## config.mk

```make
export PLATFORM = sky130hd
export DESIGN_NAME = control_sequencer
export DESIGN_NICKNAME = d
export VERILOG_FILES = /design/src/rtl/control_sequencer.sv
export SDC_FILE = /design/constraint.sdc
export NUM_CORES = 1
export LEC_CHECK = 0
export BUFFER_PORTS_ARGS = -buffer_cell sky130_fd_sc_hd__buf_2
export CORE_MARGIN = 2
export CORE_UTILIZATION = 32
export CTS_BUF_LIST = sky130_fd_sc_hd__clkbuf_16
export CTS_CLUSTER_SIZE = 28
export DETAILED_ROUTE_END_ITERATION = 10
export PLACE_DENSITY = 0.78
export RECOVER_POWER = 50
export SLEW_MARGIN = 20
export SYNTH_ARGS = -nofsm -noshare
export SYNTH_HDL_FRONTEND = slang
export SYNTH_SLANG_ARGS = --single-unit
```

## constraint.sdc

```tcl
create_clock -name clock -period 1.7 [get_ports clock]
set_input_delay 0.17 -clock clock [delete_from_list [all_inputs] [get_ports clock]]
set_output_delay 0.17 -clock clock [all_outputs]
set_load 0.005 [all_outputs]
```

## src/rtl/control_sequencer.sv

```systemverilog
// control_sequencer: hardwired control unit for the DataPath.
// Sequences instruction fetch (T0-T2) and execute (T3-T6) from the
// instruction held in IR and drives every datapath control strobe.
// All outputs are decoded from the current state and ir, so they are
// stable for the whole state cycle.
// Optional build macro MEM_WAIT_EN: T1 holds Read/MDRin until mem_rdy=1.
// Without it mem_rdy is ignored and T1 always lasts one cycle.

module control_sequencer #(
  parameter int unsigned NREGS   = 16,
  parameter logic [4:0]  OP_NOP  = 5'b11010,
  parameter logic [4:0]  OP_HALT = 5'b11011,
  parameter logic [4:0]  OP_MUL  = 5'b01111,
  parameter logic [4:0]  OP_DIV  = 5'b10000
) (
  input  logic             clock,
  input  logic             clear,
  input  logic [31:0]      ir,
  input  logic             mem_rdy,
  output logic             PCout,
  output logic             PCin,
  output logic             IncPC,
  output logic             MARin,
  output logic             Read,
  output logic             MDRin,
  output logic             MDRout,
  output logic             IRin,
  output logic             Yin,
  output logic             ZLowIn,
  output logic             ZHighIn,
  output logic             Zlowout,
  output logic             Zhighout,
  output logic             LOin,
  output logic             HIin,
  output logic [4:0]       opcode,
  output logic [NREGS-1:0] reg_in,
  output logic [NREGS-1:0] reg_out,
  output logic             run,
  output logic             illegal_op
);

  typedef enum logic [3:0] {
    S_RST,
    T0,
    T1,
    T2,
    T3,
    T4,
    T5,
    T6,
    S_HALT
  } state_t;

  state_t state, state_nxt;

  // Instruction fields
  logic [4:0] op;
  logic [3:0] ra, rb, rc;

  assign op = ir[31:27];
  assign ra = ir[26:23];
  assign rb = ir[22:19];
  assign rc = ir[18:15];

  // Instruction class decode
  logic is_nop, is_halt, is_muldiv, is_alu, is_illegal;

  // Classify the opcode; two-result ops take precedence over the ALU ranges
  always_comb begin
    is_nop     = (op == OP_NOP);
    is_halt    = (op == OP_HALT);
    is_muldiv  = (op == OP_MUL) || (op == OP_DIV);
    is_alu     = !is_muldiv &&
                 ((op <= 5'b01110) || ((op >= 5'b10001) && (op <= 5'b11001)));
    is_illegal = !(is_nop || is_halt || is_muldiv || is_alu);
  end

  // Memory-ready gating of the fetch read cycle
  logic t1_done;
`ifdef MEM_WAIT_EN
  assign t1_done = mem_rdy;
`else
  assign t1_done = 1'b1;
  logic unused_mem_rdy;
  assign unused_mem_rdy = mem_rdy;
`endif

  logic unused_ir;
  assign unused_ir = ^ir[14:0];

  // State register, asynchronously forced to S_RST while clear is low
  always_ff @(posedge clock or negedge clear) begin
    if (!clear) begin
      state <= S_RST;
    end else begin
      state <= state_nxt;
    end
  end

  // Next-state and strobe decode from state and ir
  always_comb begin
    state_nxt  = state;
    PCout      = 1'b0;
    PCin       = 1'b0;
    IncPC      = 1'b0;
    MARin      = 1'b0;
    Read       = 1'b0;
    MDRin      = 1'b0;
    MDRout     = 1'b0;
    IRin       = 1'b0;
    Yin        = 1'b0;
    ZLowIn     = 1'b0;
    ZHighIn    = 1'b0;
    Zlowout    = 1'b0;
    Zhighout   = 1'b0;
    LOin       = 1'b0;
    HIin       = 1'b0;
    opcode     = '0;
    reg_in     = '0;
    reg_out    = '0;
    run        = 1'b0;
    illegal_op = 1'b0;

    unique case (state)
      S_RST: begin
        state_nxt = T0;
      end

      T0: begin
        run       = 1'b1;
        PCout     = 1'b1;
        MARin     = 1'b1;
        IncPC     = 1'b1;
        state_nxt = T1;
      end

      T1: begin
        run   = 1'b1;
        Read  = 1'b1;
        MDRin = 1'b1;
        if (t1_done) begin
          state_nxt = T2;
        end
      end

      T2: begin
        run    = 1'b1;
        MDRout = 1'b1;
        IRin   = 1'b1;
        if (is_halt) begin
          state_nxt = S_HALT;
        end else if (is_alu || is_muldiv) begin
          state_nxt = T3;
        end else begin
          // NOP and undefined opcodes both return to fetch
          illegal_op = is_illegal;
          state_nxt  = T0;
        end
      end

      T3: begin
        run = 1'b1;
        Yin = 1'b1;
        for (int unsigned i = 0; i < NREGS; i++) begin
          reg_out[i] = (32'(rb) == i);
        end
        state_nxt = T4;
      end

      T4: begin
        run     = 1'b1;
        opcode  = op;
        ZLowIn  = 1'b1;
        ZHighIn = is_muldiv;
        for (int unsigned i = 0; i < NREGS; i++) begin
          reg_out[i] = (32'(rc) == i);
        end
        state_nxt = T5;
      end

      T5: begin
        run     = 1'b1;
        Zlowout = 1'b1;
        if (is_muldiv) begin
          LOin      = 1'b1;
          state_nxt = T6;
        end else begin
          for (int unsigned i = 0; i < NREGS; i++) begin
            reg_in[i] = (32'(ra) == i);
          end
          state_nxt = T0;
        end
      end

      T6: begin
        run       = 1'b1;
        Zhighout  = 1'b1;
        HIin      = 1'b1;
        state_nxt = T0;
      end

      S_HALT: begin
        state_nxt = S_HALT;
      end

      default: begin
        state_nxt = S_RST;
      end
    endcase
  end

endmodule

```

==> results of run 1 <==
## how the worst min path moves through the flow
stage,endpoint,slack [ns],cells after the start
after floorplan,state[0]$_DFF_PN0_,-0.13,0
after global placement,state[1]$_DFF_PN0_,-0.02,1
after detailed placement,state[1]$_DFF_PN0_,-0.02,1
after CTS,state[1]$_DFF_PN0_,0.30,2
after global routing,state[1]$_DFF_PN0_,0.37,2
final,state[1]$_DFF_PN0_,0.32,2
## logic make-up after synthesis
logic type,synth area share [%]
AND/OR/NAND/NOR,53.6
other,0.443
flip-flops,11.8
multiplexers,12.0
buffers and inverters,14.9
AO/OA/AOI/OAI,7.25
## report_power, final
group	internal, mW	switching [mW]	total [mW]
registers	0.131	0.0217	0.153
logic	0.542	0.596	1.14
clock network	0.301	0.0701	0.371
total	0.974	0.688	1.66
## critical path, delay by kind of cell (launching register included)
kind | cells | cell delay, ns
buf+inv | 1 | 0.16
simple gates | 2 | 0.68
mux | 1 | 0.37
flops | 1 | 0.36
## stage by stage
| stage | utilization, % | setup slack [ns] |
|---|---|---|
| finish | 68.3 | -0.260 |
| global route | 68.3 | -0.307 |
| CTS | 58.2 | -0.320 |
| detailed placement | 48.9 | -0.137 |
| global placement | 48.9 | -0.167 |
| floorplan | - | -0.0203 |
## layer usage
| metal | GRT usage (%) | routed length [um] | vias to the layer above |
|---|---|---|---|
| met2 | 33.2 | 1720 | 43 |
| met4 | 6.62 | 49 | 0 |
| met5 | 0 | 0 | - |
| met1 | 20.3 | 1300 | 570 |
| met3 | 3.04 | 171 | 7 |
| li1 | - | - | 598 |
## final cells by class
| class | count | area [um2] | share of cell area, % |
|---|---|---|---|
| Clock buffer | 3 | 75.1 | 4.40 |
| Inverter | 2 | 7.51 | 0.440 |
| Multi-Input combinational cell | 96 | 953 | 55.8 |
| Sequential cell | 4 | 100 | 5.86 |
| Tap cell | 30 | 37.5 | 2.20 |
| Timing Repair Buffer | 90 | 534 | 31.3 |
## cells in the final DEF (no fill, tap or decap), drive strengths merged, types with 2 or more instances in the layout
cell type  netlist  layout
nor3             8       8
and2             7       7
or2              2       4
nor4b            4       4
buf             16      86
nand2b           9       9
mux2             3       3
dfrtp            4       4
nor4            24      24
a21oi            3       3
nor2             6       6
inv              2       2
clkbuf           0       6
nand2            7       7
mux2i            6       6
## timing repair
item | 4_1_cts | 5_1_grt
cloned | 2 | 0
hold endpoints to repair | 4 | 0
hold buffers | 1 | 0
pin swaps | 20 | 10
endpoints found under the setup margin | 34 | 27
gates resized for setup | 23 | 37
buffers inserted | 2 | 6
==> metrics.csv, run 1 <==
stage,metric,value,unit
clock_network,htreeDepth,1,
timing,max_freq,510,MHz
timing,skew,0.00121,ns
setup_path,r2r_slack,0.22,ns
place,place.gp.congestion,0.768,
timing,tns,-5.96,ns
timing,setup_viol,33,
logic_synthesis,synth.distinct_cells,35,
logic_synthesis,synth_fp_nets,151,
power,p_total,1.66,mW
timing,min_period_over_period,115,%
setup_path,r2r-end,state[3]$_DFF_PN0_,
global_route,grt_usage,18.0,%
run,max-cap-violations,0,
logic_synthesis,postSynth.asyncResetShare,100,%
setup_path,crit_end,reg_out[14],
drt,firstDrtPassIters,4,
timing,hold_viol,0,
logic_synthesis,yosysMostFrequentCell,nor4_1,
logic_synthesis,synth_ff_type,dfrtp_1,
clock_network,clkSinkCount,4,
drt,dr_total_vias,1218,
clock_network,cts_buffer_depth,2,
timing,maxSlewViolCount,0,
drt,drtAntennaViolNets,0,
setup_path,start_kind,flop,
final_layout,syn_to_final_growth,102,%
power,p_leak,0.773,nW
setup_path,rr_startpoint,state[0]$_DFF_PN0_,
floorplanning,fp-row-count,18,
final_layout,top_regs,state (4),
place,dp.cells,213,
global_route,grt_overflow,0,
run_status,status,"complete, but fails checks",
timing,relSlewSlack,61.7,%
drt,drtIter0Drc,34,
clock_network,cts_tree,built,
drt,route.detailed.drc,0,
setup_path,critPathCaptureType,primary output,
floorplanning,die_w,55.4,um
final_layout,fin_nets,232,
timing,hold_slack,0.320,ns
final_layout,stdcell_count,225,
logic_synthesis,syn_inst,116,
final_layout,largest_reg_flops,4,
drt,routed_via_density,5.41,
clock_network,clock_tree.root_cell,clkbuf_16,
place,dp.final_hpwl,2.08,mm
global_route,antenna_found_initial,0,
floorplanning,die_h,55.4,um
setup_path,required,1.53,ns
logic_synthesis,yosys_warnings,0,
setup_path,crit_chain,"and4bb_4, mux2_4, nor4_2, buf_2",
final_layout,final_layout_size_suffix_gt1_share,70.3,%
setup_path,crit_arrival,1.79,ns
power,vdd_drop_max,0.618,mV
logic_synthesis,yosysTopAreaCell,nor4_1,
setup_path,worstPathMaxFanout,7,
clock_network,path_clk_slew,0.03,ns
logic_synthesis,synth_common_cells,"24 x nor4_1, 9 x nand2b_1, 8 x nor3_1",
drt,drt-total-wl,3.24,mm
final_layout,final_area,1710,um2
setup_path,worst_r2r_path_depth,5,
timing,timing.final.ws_setup,-0.260,ns
logic_synthesis,syn_area_per_cell,7.29,um2
timing,rsz0062_at_grt,true,
timing,period_minus_slack,1.96,ns
global_route,grt_pass1_vias,1047,
clock_network,clk_latency,0.23,ns
global_route,grt_pass1_wl,4.51,mm
hold_path,hold_class,in2async,
floorplanning,ios,89,
run_status,violations,negative setup slack,
place,portBuffers,71,
clock_network,cts_buffers,3,
final_layout,nFillCells,204,
logic_synthesis,ys_ff_latch,4,
final_layout,regMostFlops,state,
timing,tightestPinTransition,0.574,ns
floorplanning,start_util,33.8,%
setup_path,slowest_delay,0.38,ns
setup_path,path_class,reg2out,
place,postPlaceCellArea,1220,um2
drt,post_drt_wl_per_cell,14.4,um
logic_synthesis,synth_area,846,um2
setup_path,slowest_stage,and4bb_4,
setup_path,crit_start,state[3]$_DFF_PN0_,
logic_synthesis,synth_area_leaders,"nor4_1 18%, dfrtp_1 12%, mux2i_1 7.1%",
logic_synthesis,synth_seq_area_share,11.8,%
logic_synthesis,synth_top_cell_area_share,17.8,%
final_layout,n_antenna_cell,0,
global_route,grt_max_degree,21,
power,cellPowerDensity,973,nW/um2
floorplanning,dieArea,3070,um2
logic_synthesis,synth_edf_count,0,
floorplanning,coreArea,2500,um2
No activity file was read; power rests on OpenSTA's default activity.
==> run 2, diff against run 1 <==
--- a/config.mk
+++ b/config.mk
@@ -12,5 +12,5 @@
 export CTS_CLUSTER_SIZE = 28
 export DETAILED_ROUTE_END_ITERATION = 10
-export PLACE_DENSITY = 0.78
+export PLACE_DENSITY = 0.79
 export RECOVER_POWER = 50
 export SLEW_MARGIN = 20
==> constraint.sdc (replaced) <==
create_clock -name clock -period 1.7 [get_ports clock]
set_input_delay 0.085 -clock clock [delete_from_list [all_inputs] [get_ports clock]]
set_output_delay 0.085 -clock clock [all_outputs]
set_load 0.005 [all_outputs]
==> run 2 against run 1 <==
- the run still ends with negative setup slack left
- highest routed layer unchanged
- critical path depth rose by 3
- clock-buffer cell count did not move
- largest cell class unchanged
- register-to-register slack got worse by 0.12 ns
- worst setup slack got worse by 0.039 ns
- die area did not move
- combinational power rose by 4%
- sequential share of layout area fell by 0.20 points
- sequential power barely moved
- power rose by 2.7%
- sequential cell count did not move
- critical endpoint is now reg_out[11]
- clock power barely moved
- first-iteration DRC count fell by 21%
==> metrics.csv, run 2 (synthesis gave the netlist of run 1 again) <==
stage,metric,value,unit,change
place,place.gp.congestion,0.731,,-4.8%
floorplanning,dieArea,3070,um2,unchanged
final_layout,multiInputGateArea,986,um2,+3.4%
place,portBuffers,71,,unchanged
timing,timing.final.ws_setup,-0.298,ns,-0.0386 ns
drt,route.detailed.drc,0,,unchanged
setup_path,critPathCaptureType,primary output,,
power,p_total,1.71,mW,+2.7%
clock_network,clkSinkCount,4,,unchanged
setup_path,r2r_slack,0.10,ns,-0.12 ns
timing,hold_slack,0.223,ns,-0.0968 ns
global_route,antenna_found_initial,0,,unchanged
floorplanning,start_util,33.8,%,unchanged
global_route,grt_usage,20.5,%,+2.5 points
global_route,grt_overflow,0,,unchanged
drt,dr_total_vias,1267,,+4.0%
global_route,grt_pass1_wl,5.10,mm,+13%
floorplanning,ios,89,,unchanged
hold_path,hold_class,in2async,,
timing,tightestPinTransition,0.654,ns,+0.0801 ns
run,max-cap-violations,0,,unchanged
setup_path,cp_top_family,buffers and inverters,,
place,dp.cells,214,,+0.47%
clock_network,path_clk_slew,0.03,ns,about the same
global_route,grt_max_degree,21,,unchanged
setup_path,worstPathMaxFanout,7,,unchanged
setup_path,start_kind,flop,,
final_layout,top_regs,state (4),,
final_layout,fin_nets,235,,+1.3%
run_status,status,"complete, but fails checks",,
setup_path,required,1.62,ns,+0.09 ns
setup_path,crit_arrival,1.91,ns,+0.12 ns
clock_network,clock_tree.root_cell,clkbuf_16,,
final_layout,syn_to_final_growth,109,%,
final_layout,stdcell_count,228,,+1.3%
timing,tns,-4.24,ns,+1.71 ns
final_layout,regMostFlops,state,,
drt,drt-total-wl,3.75,mm,+16%
power,cellPowerDensity,967,nW/um2,-0.68%
clock_network,htreeDepth,1,,unchanged
floorplanning,die_h,55.4,um,unchanged
final_layout,n_antenna_cell,0,,unchanged
drt,drtAntennaViolNets,0,,unchanged
drt,post_drt_wl_per_cell,16.4,um,+14%
timing,setup_viol,34,,+3.0%
final_layout,largest_reg_flops,4,,unchanged
setup_path,critPathBufInv,4,,+3
clock_network,cts_buffer_depth,2,,unchanged
timing,hold_viol,0,,unchanged
drt,firstDrtPassIters,4,,unchanged
global_route,grt_pass1_vias,1102,,+5.3%
setup_path,slowest_delay,0.39,ns,about the same
timing,rsz0062_at_grt,true,,
setup_path,rr_startpoint,state[0]$_DFF_PN0_,,
clock_network,clk_latency,0.23,ns,about the same
final_layout,final_area,1770,um2,+3.4%
timing,relSlewSlack,56.4,%,-5.3 points
floorplanning,die_w,55.4,um,unchanged
setup_path,slowest_stage,dfrtp_1,,
power,p_leak,0.783,nW,+1.2%
final_layout,final_common_cell,buf_2,,
timing,skew,0.00408,ns,+0.00286 ns
final_layout,final_layout_size_suffix_gt1_share,71.2,%,+0.96 points
timing,period_minus_slack,2.00,ns,+0.0386 ns
timing,maxSlewViolCount,0,,unchanged
place,dp.final_hpwl,2.13,mm,+2.8%
run_status,violations,negative setup slack,,
drt,routed_via_density,5.56,,+2.7%
setup_path,worst_r2r_path_depth,5,,unchanged
final_layout,layout_common_cells,"70 x buf_2, 14 x nor4_2, 13 x buf_4",,
timing,max_freq,500,MHz,-1.9%
clock_network,cts_buffers,3,,unchanged
place,postPlaceCellArea,1220,um2,-0.41%
setup_path,path_class,reg2out,,
setup_path,r2r-end,state[3]$_DFF_PN0_,,
final_layout,nFillCells,187,,-8.3%
floorplanning,fp-row-count,18,,unchanged
setup_path,cp_common_cell,buf_12,,
final_layout,seqCellArea,100,um2,unchanged
clock_network,cts_tree,built,,
power,vdd_drop_max,0.770,mV,+24%
setup_path,crit_chain,"and4bb_4, buf_6, buf_12, mux2i_4, buf_12, nor4_2, buf_2",,
timing,min_period_over_period,118,%,+2.3 points
floorplanning,coreArea,2500,um2,unchanged
drt,drtIter0Drc,27,,-21%
-- run 2: cell count changes in the layout (fill, tap and decap cells not counted), sizes merged --
| cell | change |
|---|---|
| clkbuf | +1 |
| buf | +2 |
-- run 2: per-layer routing --
metal | GRT usage [%] | share of wire [%] | routed length, um
met5 | 0 | 0 | 0
met4 | 6.97 | 2.7 | 101
met2 | 35.7 | 55 | 2060
met3 | 4.45 | 5.5 | 205
met1 | 24.6 | 37 | 1380
-- run 2: how the worst max path moves through the flow --
stage,from,to,slack [ns],cells past startpoint
floorplan,state[0]$_DFF_PN0_,reg_out[6],0.06,6
global placement,state[3]$_DFF_PN0_,reg_out[10],-0.08,5
detailed placement,state[3]$_DFF_PN0_,reg_out[14],-0.12,5
CTS,state[1]$_DFF_PN0_,reg_out[11],-0.19,5
global route,state[3]$_DFF_PN0_,reg_out[11],-0.35,7
finish,state[0]$_DFF_PN0_,reg_out[11],-0.30,7
-- run 2: repair_timing --
item / in CTS / in global routing
cloned: 2 / 0
pin swaps: 8 / 12
buffers inserted: 2 / 6
hold endpoints to repair: 4 / 0
resized for setup: 32 / 30
setup endpoints to repair: 33 / 30
hold buffers: 1 / 0
-- run 2: report_power, final --
part	switching [mW]	internal, mW
logic	0.622	0.565
registers	0.0213	0.131
clock network	0.0678	0.301
-- run 2: layout make-up --
class / instances / share of cell area, %
clock buffers: 3 / 4.25
inverters: 2 / 0.425
multi-input cells: 96 / 55.8
flip-flops and latches: 4 / 5.67
well taps: 30 / 2.12
repair buffers: 93 / 31.7
-- run 2: worst reg2reg max path: stages, from the launching register on --
cell	delay, ns
dfrtp_1	0.36
clkbuf_4	0.15
clkbuf_1	0.17
nand2_1	0.14
or4_1	0.48
a21oi_1	0.20
-- run 2: through the flow --
stage                     util (%)  worst slack [ns]
after global routing          70.7            -0.352
after global placement        48.7           -0.0793
after detailed placement      48.7            -0.117
final                         70.7            -0.298
after floorplan                  -            0.0647
after CTS                     60.4            -0.189
==> run 3, diff against run 2 <==
- BUFFER_PORTS_ARGS: -buffer_cell sky130_fd_sc_hd__buf_2 -> -buffer_cell sky130_fd_sc_hd__clkbuf_2
- PLACE_DENSITY: 0.79 -> 0.78
==> run 3 against run 2 <==
- the run still ends with negative setup slack left
- worst hold slack gained 0.017 ns
- sequential cell count unchanged
- fmax decreased by 2.3%
- combinational power rose by 4%
- via count up 2.3%
- first-iteration DRC count shrank 30%
- clock-buffer cell count is the same
- sequential power fell by 3%
- register-to-register slack worse by 0.16 ns
- clock power hardly changed
- utilization up 2.4 points
- non-clock buffer count grew 4
- critical endpoint is now reg_out[14]
- largest power group unchanged
- highest routed layer unchanged
==> metrics.csv, run 3 (synthesis gave the netlist of run 1 again) <==
stage,metric,value,unit,change
global_route,grt_pass1_wl,5.18,mm,+1.6%
setup_path,cp_top_family,buffers and inverters,,
final_layout,final_common_cell,clkbuf_2,,
final_layout,syn_to_final_growth,116,%,
final_layout,top_regs,state (4),,
clock_network,cts_buffer_depth,2,,unchanged
setup_path,r2r_slack,-0.06,ns,-0.16 ns
setup_path,critPathCaptureType,primary output,,
power,p_leak,0.787,nW,+0.51%
final_layout,final_layout_size_suffix_gt1_share,71.3,%,+0.075 points
run_status,status,"complete, but fails checks",,
setup_path,crit_chain,"and4bb_2, buf_6, buf_4, mux2i_4, buf_12, nor4_4, clkbuf_2",,
place,place.gp.congestion,0.791,,+8.2%
global_route,grt_overflow,0,,unchanged
clock_network,cts_tree,built,,
final_layout,largest_reg_flops,4,,unchanged
floorplanning,dieArea,3070,um2,unchanged
hold_path,hold_class,in2reg,,
hold_path,hp-start,ir[29],,
timing,skew,0.00281,ns,-0.00127 ns
clock_network,clock_tree.root_cell,clkbuf_16,,
place,portBuffers,71,,unchanged
setup_path,critPathBufInv,4,,unchanged
clock_network,cts_buffers,3,,unchanged
drt,m1WireLength,1.35,mm,-2.2%
drt,dr_total_vias,1296,,+2.3%
clock_network,path_clk_slew,0.03,ns,about the same
floorplanning,die_h,55.4,um,unchanged
final_layout,layout_common_cells,"48 x clkbuf_2, 21 x buf_2, 16 x buf_4",,
final_layout,fin_nets,239,,+1.7%
setup_path,slowest_stage,dfrtp_1,,
drt,dr_wl_met3,212,um,+3.4%
floorplanning,coreArea,2500,um2,unchanged
floorplanning,start_util,33.8,%,unchanged
drt,firstDrtPassIters,4,,unchanged
setup_path,worst_r2r_path_depth,6,,+1
drt,post_drt_wl_per_cell,16.3,um,-0.60%
setup_path,crit_arrival,1.96,ns,+0.05 ns
power,cellPowerDensity,958,nW/um2,-0.85%
setup_path,r2r-end,state[3]$_DFF_PN0_,,
place,dp.final_hpwl,2.19,mm,+2.5%
setup_path,worstPathMaxFanout,8,,+1
timing,hold_viol,0,,unchanged
setup_path,path_class,reg2out,,
setup_path,slowest_delay,0.36,ns,-0.03 ns
timing,timing.final.ws_setup,-0.346,ns,-0.0479 ns
floorplanning,fp-row-count,18,,unchanged
clock_network,htreeDepth,1,,unchanged
hold_path,holdPathEnd,state[3]$_DFF_PN0_,,
drt,routed_via_density,5.59,,+0.53%
final_layout,fin_util,73.1,%,+2.4 points
drt,route.detailed.drc,0,,unchanged
hold_path,min_delay_path_depth,3,,
floorplanning,die_w,55.4,um,unchanged
setup_path,required,1.62,ns,about the same
drt,drtAntennaViolNets,0,,unchanged
final_layout,n_antenna_cell,0,,unchanged
clock_network,clkSinkCount,4,,unchanged
setup_path,rr_startpoint,state[0]$_DFF_PN0_,,
timing,setup_viol,28,,-18%
drt,drtIter0Drc,19,,-30%
timing,period_minus_slack,2.05,ns,+0.0479 ns
global_route,antenna_found_initial,0,,unchanged
run,max-cap-violations,0,,unchanged
clock_network,clk_latency,0.22,ns,about the same
timing,rsz0062_at_grt,true,,
global_route,grt_usage,20.5,%,about the same
setup_path,start_kind,flop,,
timing,min_period_over_period,120,%,+2.8 points
setup_path,crit_start,state[3]$_DFF_PN0_,,
drt,wl_met2,2.10,mm,+1.9%
final_layout,regMostFlops,state,,
global_route,grt_pass1_vias,1140,,+3.4%
place,postPlaceCellArea,1210,um2,-0.62%
power,p_total,1.75,mW,+2.5%
drt,drt-total-wl,3.79,mm,+1.1%
timing,maxSlewViolCount,0,,unchanged
global_route,grt_max_degree,21,,unchanged
timing,max_freq,489,MHz,-2.3%
timing,tns,-4.63,ns,-0.383 ns
run_status,violations,negative setup slack,,
final_layout,final_area,1830,um2,+3.4%
floorplanning,ios,89,,unchanged
place,post-place-ws,-0.141,ns,-0.0242 ns
power,vdd_drop_max,0.628,mV,-18%
drt,top_layer,met4,,
run 3: cell count changes in the layout (fill, tap and decap cells not counted), moves of 2 or more:
cell      delta
buf_2       -49
clkbuf_2    +47
buf_4        +3
nor3_2       -2
run 3: cell type report:
class	count	area [um2]
Timing Repair Buffer	97	608
Inverter	2	7.51
Sequential cell	4	100
Tap cell	30	37.5
Clock buffer	3	75.1
Multi-Input combinational cell	96	998
Fill cell	185	673
run 3: worst max-delay path by stage:
stage,endpoint,slack (ns),depth (start not counted)
finish,reg_out[14],-0.35,7
global route,reg_out[14],-0.37,7
CTS,reg_out[5],-0.22,5
detailed placement,reg_out[7],-0.14,5
global placement,reg_out[6],-0.04,5
floorplan,reg_out[6],0.06,6
run 3: metal layers:
layer | track usage [%] | vias up
li1 | - | 613
met1 | 23.0 | 602
met2 | 39.1 | 69
met3 | 2.11 | 12
met4 | 7.32 | 0
met5 | 0 | -
run 3: worst register-to-register path, stage by stage (launching register included):
cell	delay (ns)
dfrtp_1	0.33
clkbuf_4	0.13
clkbuf_1	0.16
clkbuf_1	0.23
nand2_1	0.18
or4_1	0.49
a21oi_1	0.16
run 3: power breakdown:
part	total, mW	internal (mW)	switching [mW]
sequential	0.148	0.131	0.0171
clock	0.365	0.300	0.0649
combinational	1.24	0.586	0.652
run 3: through the flow:
step	instances	hold slack, ns
finish	232	0.240
global route	232	0.260
CTS	226	0.224
detailed placement	213	-0.0999
global placement	213	-0.105
floorplan	116	-0.211
run 3: timing repair:
item | 4_1_cts | 5_1_grt
hold buffers | 1 | 0
setup endpoints to repair | 33 | 32
hold endpoints to repair | 4 | 0
pin swaps | 23 | 4
cloned | 2 | 0
gates resized for setup | 42 | 44
setup buffers | 7 | 6
